## src/rtl/seg_scan_if.sv

```systemverilog
// Bundle of the scanned 7-segment bus, decoded value bank and event stream for seg_scan_reader.
// The master side drives the panel lines and the event consumer; the slave side is the reader.
interface seg_scan_if #(
    parameter int NDIG = 4
);
    logic [6:0]        seg;
    logic [NDIG-1:0]   an;
    logic [4*NDIG-1:0] digits;
    logic [NDIG-1:0]   derr;
    logic              ev_valid;
    logic              ev_ready;
    logic [2:0]        ev_idx;
    logic [3:0]        ev_digit;
    logic              ev_err;
    logic              ovf;

    modport master (
        output seg, an, ev_ready,
        input  digits, derr, ev_valid, ev_idx, ev_digit, ev_err, ovf
    );

    modport slave (
        input  seg, an, ev_ready,
        output digits, derr, ev_valid, ev_idx, ev_digit, ev_err, ovf
    );
endinterface

```

## src/rtl/seg_scan_reader.sv

```systemverilog
// Recovers digit values from a multiplexed active-low-strobed 7-segment bus and reports changes as events.
// Optional macro SEG_HEX_EN adds the A..F glyphs to the decode table.
module seg_scan_reader #(
    parameter int NDIG       = 4,
    parameter int STABLE_CYC = 4
) (
    input  logic      clk,
    input  logic      rst,
    seg_scan_if.slave bus
);
    localparam int             CW   = $clog2(STABLE_CYC + 1);
    localparam logic [CW-1:0]  CMAX = CW'(STABLE_CYC);

    typedef enum logic [1:0] {IDLE, TRACK, HOLD} state_t;

    // Returns {err, value}
    function automatic logic [4:0] decode7(input logic [6:0] p);
        case (p)
            7'b0111111: return 5'h00;
            7'b0000110: return 5'h01;
            7'b1011011: return 5'h02;
            7'b1001111: return 5'h03;
            7'b1100110: return 5'h04;
            7'b1101101: return 5'h05;
            7'b1111101: return 5'h06;
            7'b0000111: return 5'h07;
            7'b1111111: return 5'h08;
            7'b1101111: return 5'h09;
`ifdef SEG_HEX_EN
            7'b1110111: return 5'h0A;
            7'b1111100: return 5'h0B;
            7'b0111001: return 5'h0C;
            7'b1011110: return 5'h0D;
            7'b1111001: return 5'h0E;
            7'b1110001: return 5'h0F;
`endif
            default:    return 5'h1F;
        endcase
    endfunction

    function automatic logic [2:0] low_idx(input logic [NDIG-1:0] a);
        logic [2:0] r;
        r = 3'd0;
        for (int i = 0; i < NDIG; i++)
            if (!a[i]) r = 3'(i);
        return r;
    endfunction

    state_t            r_state, w_state_nx;
    logic [CW-1:0]     r_cnt, w_cnt_nx;
    logic [6:0]        r_seg_p0;
    logic [NDIG-1:0]   r_an_p0;
    logic [4*NDIG-1:0] r_digits;
    logic [NDIG-1:0]   r_derr;
    logic [NDIG-1:0]   r_seen;
    logic              r_ev_valid;
    logic [2:0]        r_ev_idx;
    logic [3:0]        r_ev_digit;
    logic              r_ev_err;
    logic              r_ovf;

    logic              w_in_valid;
    logic              w_same;
    logic              w_accept;
    logic [4:0]        w_dec;
    logic [4:0]        w_old;
    logic              w_seen_k;
    logic              w_new_ev;

    // Counter tracks how many consecutive identical samples the sample register now holds.
    assign w_in_valid = $onehot(~bus.an);
    assign w_same     = (bus.seg == r_seg_p0) && (bus.an == r_an_p0);

    always_ff @(posedge clk or posedge rst) begin
        if (rst) begin
            r_state  <= IDLE;
            r_cnt    <= '0;
            r_seg_p0 <= '0;
            r_an_p0  <= '0;
        end else begin
            r_state  <= w_state_nx;
            r_cnt    <= w_cnt_nx;
            r_seg_p0 <= bus.seg;
            r_an_p0  <= bus.an;
        end
    end

    always_comb begin
        w_state_nx = r_state;
        w_cnt_nx   = r_cnt;
        if (!w_in_valid) begin
            w_state_nx = IDLE;
            w_cnt_nx   = '0;
        end else if (!w_same || r_state == IDLE) begin
            w_state_nx = TRACK;
            w_cnt_nx   = CW'(1);
        end else begin
            if (r_cnt != CMAX) w_cnt_nx = r_cnt + 1'b1;
            if (w_accept) w_state_nx = HOLD;
        end
    end

    always_comb begin
        w_accept = (r_state == TRACK) && (r_cnt == CMAX);
    end

    // ---- decode / compare against bank (sample stage) ----
    always_comb begin
        w_dec    = decode7(r_seg_p0);
        w_old    = '0;
        w_seen_k = 1'b0;
        for (int k = 0; k < NDIG; k++) begin
            if (!r_an_p0[k]) begin
                w_old    = {r_derr[k], r_digits[4*k +: 4]};
                w_seen_k = r_seen[k];
            end
        end
        w_new_ev = w_accept && (!w_seen_k || (w_old != w_dec));
    end

    // ---- bank and event stage ----
    always_ff @(posedge clk or posedge rst) begin
        if (rst) begin
            r_digits <= '0;
            r_derr   <= '0;
            r_seen   <= '0;
        end else if (w_accept) begin
            for (int k = 0; k < NDIG; k++) begin
                if (!r_an_p0[k]) begin
                    r_digits[4*k +: 4] <= w_dec[3:0];
                    r_derr[k]          <= w_dec[4];
                    r_seen[k]          <= 1'b1;
                end
            end
        end
    end

    // A slot frees up either when empty or when it transfers this cycle.
    always_ff @(posedge clk or posedge rst) begin
        if (rst) begin
            r_ev_valid <= 1'b0;
            r_ev_idx   <= '0;
            r_ev_digit <= '0;
            r_ev_err   <= 1'b0;
            r_ovf      <= 1'b0;
        end else if (!r_ev_valid || bus.ev_ready) begin
            r_ev_valid <= w_new_ev;
            if (w_new_ev) begin
                r_ev_idx   <= low_idx(r_an_p0);
                r_ev_digit <= w_dec[3:0];
                r_ev_err   <= w_dec[4];
            end
        end else if (w_new_ev) begin
            r_ovf <= 1'b1;
        end
    end

    assign bus.digits   = r_digits;
    assign bus.derr     = r_derr;
    assign bus.ev_valid = r_ev_valid;
    assign bus.ev_idx   = r_ev_idx;
    assign bus.ev_digit = r_ev_digit;
    assign bus.ev_err   = r_ev_err;
    assign bus.ovf      = r_ovf;
endmodule

```

## src/flat_wrapper.sv

```systemverilog
// flat-port wrapper written by rule: the top's interface ports become plain ports
module seg_scan_reader_flat 
#(
    parameter int NDIG       = 4,
    parameter int STABLE_CYC = 4
)
  (clk, rst, bus_seg, bus_an, bus_ev_ready, bus_digits, bus_derr, bus_ev_valid, bus_ev_idx, bus_ev_digit, bus_ev_err, bus_ovf);
  seg_scan_if #(.NDIG(NDIG)) bus_i ();
  input  logic clk;
  input  logic rst;
  input wire logic [$bits(bus_i.seg)-1:0] bus_seg;
  input wire logic [$bits(bus_i.an)-1:0] bus_an;
  input wire logic [$bits(bus_i.ev_ready)-1:0] bus_ev_ready;
  output wire logic [$bits(bus_i.digits)-1:0] bus_digits;
  output wire logic [$bits(bus_i.derr)-1:0] bus_derr;
  output wire logic [$bits(bus_i.ev_valid)-1:0] bus_ev_valid;
  output wire logic [$bits(bus_i.ev_idx)-1:0] bus_ev_idx;
  output wire logic [$bits(bus_i.ev_digit)-1:0] bus_ev_digit;
  output wire logic [$bits(bus_i.ev_err)-1:0] bus_ev_err;
  output wire logic [$bits(bus_i.ovf)-1:0] bus_ovf;
  assign bus_i.seg = bus_seg;
  assign bus_i.an = bus_an;
  assign bus_i.ev_ready = bus_ev_ready;
  assign bus_digits = bus_i.digits;
  assign bus_derr = bus_i.derr;
  assign bus_ev_valid = bus_i.ev_valid;
  assign bus_ev_idx = bus_i.ev_idx;
  assign bus_ev_digit = bus_i.ev_digit;
  assign bus_ev_err = bus_i.ev_err;
  assign bus_ovf = bus_i.ovf;
  seg_scan_reader #(.NDIG(NDIG), .STABLE_CYC(STABLE_CYC)) u_core (.clk(clk), .rst(rst), .bus(bus_i));
endmodule
```

## config.mk

```make
export PLATFORM = sky130hd
export DESIGN_NAME = seg_scan_reader_flat
export DESIGN_NICKNAME = d
export VERILOG_FILES = /design/src/rtl/seg_scan_if.sv /design/src/rtl/seg_scan_reader.sv /design/src/flat_wrapper.sv
export SDC_FILE = /design/constraint.sdc
export NUM_CORES = 1
export LEC_CHECK = 0
export CORE_ASPECT_RATIO = 2
export CORE_UTILIZATION = 53
export DETAILED_ROUTE_END_ITERATION = 10
export GPL_TIMING_DRIVEN = 1
export PLACE_DENSITY = 0.8
export SYNTH_ARGS = -nofsm -noshare
export SYNTH_HDL_FRONTEND = slang
export SYNTH_SLANG_ARGS = --single-unit
```

## constraint.sdc

```tcl
create_clock -name clk -period 3.5 [get_ports clk]
set_clock_uncertainty 0.1 [all_clocks]
set_input_delay 0.35 -clock clk [delete_from_list [all_inputs] [get_ports clk]]
set_output_delay 0.35 -clock clk [all_outputs]
set_load 0.1 [all_outputs]
```

==> run metrics <==
final hold violation count=0; GP Congestion=approximately 0.99; die span in x=just over 50 um; status=finished, final reports clean; Max-slew headroom=0.3444; CTS clk-pin slew, worst paths=around 90 ps; Worst-Margin Slew=982.0 ps; async set-reset flop share out of synthesis=1.000; Final Max Tran Viols=0; Synth warnings=0; number of global-route vias before repair=1,984; Hold Crit Class=reg2reg; # setup viols final=0; DP HPWL=4243 um; leading post-synthesis cells by cell area=dfrtp_1 48%, xnor2_1 4.8%, o21ai_0 3.9%; Peak VDD IR=0.0003826 V; Bufs and invs on worst path=0; Net Count, Synth=265; Synth Instances=245; post-route DRC violation count=0; Critical Path Fanout Max=8; mapped cell area=between 2000 and 3000 um^2; syn avg cell area=10.35 um^2; mean number of vias per cell=5.699; Final TNS setup=0 ps; Setup Fix Bufs, Post-CTS=0; # diodes=0; register area=between 1000 and 1500 um^2; Synth cell types=53; first-pass GRT wire length=9294 um; core area=about 4600 um^2; Crit path largest cell delay=480 ps; Post-synth EDFFs=0; Hold EP=u_core.r_seen[3]$_DFFE_PP0P_; critical path arrival=2970 ps; hold path startpoint=u_core.r_seen[3]$_DFFE_PP0P_; terminus of the critical flop-to-flop path=u_core.bus.ev_digit[2]$_DFFE_PP0P_; DIE AREA=5080 um^2; Clock Sinks=slightly below 50; number of port buffers=42; clk root buf=clkbuf_8; worst-path cell with the longest stage delay=a2111oi_1; most common cell after layout, fill and taps aside=dfrtp_1; DRT iter0 DRCs=56; vias after detailed routing=1,915; CTS Buf Count=5; Tot GR Track Use=0.2487; Inst Count DP=~330; Worst setup SP type=flop; ys flop type=dfrtp_1; reg2reg setup slack=630 ps; drt wl/cell=16.52 um; Initial Utilization=0.5513; maximum clock path buffer count=2; Seq/Total Area, Yosys=0.4837; clock latency on the worst-skew pair=310 ps; Pwr Density=390.9 nW/um^2; Max-Cap Viols=0; minimum clock period after layout=2869 ps; RSZ-0062 raised after global routing=no; Die H=99.81 um; CTS resizes=0; layout net count=300; post-route clock period utilization=0.8198; Hold Buf Count CTS=0; Synth top area share=0.4837; Hold Path Stages=2; power after layout=1.187 mW; First-pass DRT Iterations=4; CP Capture Type=flop; I/O pin count=44; CP delay by family, top=compound AO/OA/AOI/OAI gates; H-Tree Depth=2; most frequent cells in the layout=49 x dfrtp_1, 42 x clkdlybuf4s50_1, 26 x nand2_1, 20 x o21ai_0, 18 x inv_1; largest net degree at the start of global routing=50; crit path cell chain=or2_1 > a2111oi_1 > a21o_1 > a311oi_2 > mux2i_1 > o31a_1 > mux2_4; cells on worst reg2reg path=7; CTS tree=yes; share of post-route cells with drive strength above 1=0.09964; worst path required time=between 3000 and 4000 ps; fill count=between 300 and 400; Post-DRT Antenna Nets=0; #FFs+latches synth=about 50; non-filler instance count after layout=336; area of the multi-input gates=1115 um^2; row cnt=35; static leakage=1.335 nW; kind of critical path=reg2reg; Max Freq=348.5 MHz; Synth area leader=dfrtp_1; initial antenna violation count=0; total congestion overflow=0; area grow syn2layout=19.74%; worst r2r src=u_core.r_seg_p0[5]$_DFF_PP0_; WL final=5552 um
[worst max-delay path by stage]
stage | start | endpoint | slack, ps | depth (start not counted)
6_report | u_core.r_seg_p0[5]$_DFF_PP0_ | u_core.bus.ev_digit[2]$_DFFE_PP0P_ | 630 | 7
5_1_grt | u_core.r_seg_p0[5]$_DFF_PP0_ | u_core.bus.ev_digit[2]$_DFFE_PP0P_ | 450 | 7
4_1_cts | u_core.r_seg_p0[5]$_DFF_PP0_ | u_core.bus.ev_err$_DFFE_PP0P_ | 660 | 7
3_5_place_dp | u_core.r_seg_p0[5]$_DFF_PP0_ | u_core.bus.ev_digit[2]$_DFFE_PP0P_ | 700 | 7
3_3_place_gp | u_core.r_an_p0[3]$_DFF_PP0_ | u_core.bus.ev_idx[1]$_DFFE_PP0P_ | 750 | 7
2_1_floorplan | u_core.bus.digits[4]$_DFFE_PP0P_ | u_core.bus.ev_digit[2]$_DFFE_PP0P_ | 720 | 8
[cells in the mapped netlist (3+ instances only)]
| library cell | instances |
|---|---|
| a21oi_1 | 4 |
| buf_6 | 7 |
| clkbuf_1 | 4 |
| dfrtp_1 | 49 |
| ha_1 | 5 |
| inv_1 | 19 |
| mux2_2 | 4 |
| mux2_4 | 4 |
| mux2i_1 | 3 |
| nand2_1 | 26 |
| nand2b_1 | 8 |
| nand3_1 | 4 |
| nand4_1 | 4 |
| nor2_1 | 16 |
| nor3_1 | 5 |
| o21ai_0 | 20 |
| o22ai_1 | 7 |
| xnor2_1 | 14 |
[routing by layer]
metal / wire [um] / up-vias / part of all wire / GRT usage
met5: 0 / - / 0 / 0
met4: 143 / 0 / 0.026 / 0.1175
met3: 102 / 15 / 0.018 / 0.03333
met2: 3175 / 36 / 0.57 / 0.4615
met1: 2130 / 944 / 0.38 / 0.2646
li1: - / 920 / - / -
[flip-flops by register name, summed over array words and instances, names as in the netlist]
register / cells
u_core.bus.ev_digit: 4
u_core.bus.digits: 16
u_core.r_an_p0: 4
u_core.r_seen: 4
u_core.bus.derr: 4
u_core.r_state: 2
u_core.bus.ev_valid: 1
u_core.r_seg_p0: 7
u_core.r_cnt: 3
u_core.bus.ovf: 1
u_core.bus.ev_idx: 2
u_core.bus.ev_err: 1
[kinds of logic (layout without fill, tap and decap cells)]
| logic type | count (synthesis) | in the layout | synth area share |
|---|---|---|---|
| DFF | 49 | 49 | 0.4837 |
| and+or+nand+nor | 75 | 75 | 0.1436 |
| muxes | 11 | 11 | 0.05331 |
| AOI/OAI and AO/OA | 55 | 55 | 0.1570 |
| other | 1 | 1 | 0.001479 |
| buffers and inverters | 33 | 69 | 0.07650 |
| adders and majority gates | 6 | 6 | 0.03258 |
| xor gates and xnor gates | 15 | 15 | 0.05183 |
[stage by stage]
stage	area (um^2)	utilization	setup slack, ps	hold slack (ps)
global route	3035	0.6601	452.6	376.7
floorplan	2535	-	724.0	281.4
detailed placement	2902	0.6310	703.4	337.4
CTS	3035	0.6601	657.2	360.5
global placement	2902	0.6310	754.8	333.9
finish	3035	0.6601	630.6	354.9
[power breakdown]
part           total [mW]  switching, mW  internal [mW]
Clock               0.476          0.192          0.284
Sequential          0.598         0.0214          0.577
Combinational       0.113         0.0648         0.0483
Total                1.19          0.278          0.909
[worst reg2reg max path: cells and delay by family, from the launching register on]
kind / cells / cell delay, ps
AO/OA/AOI/OAI: 4 / 1320
multiplexers: 2 / 580
flip-flops: 1 / 470
AND/OR/NAND/NOR: 1 / 300
[final cells by class]
class / instances / area share
Inverter: 19 / 0.02350
Sequential cell: 49 / 0.4040
Timing Repair Buffer: 42 / 0.1385
Tap cell: 55 / 0.02267
Multi-Input combinational cell: 163 / 0.3673
Clock buffer: 5 / 0.02267
Clock inverter: 3 / 0.02143
No activity file was read; power rests on OpenSTA's default activity.
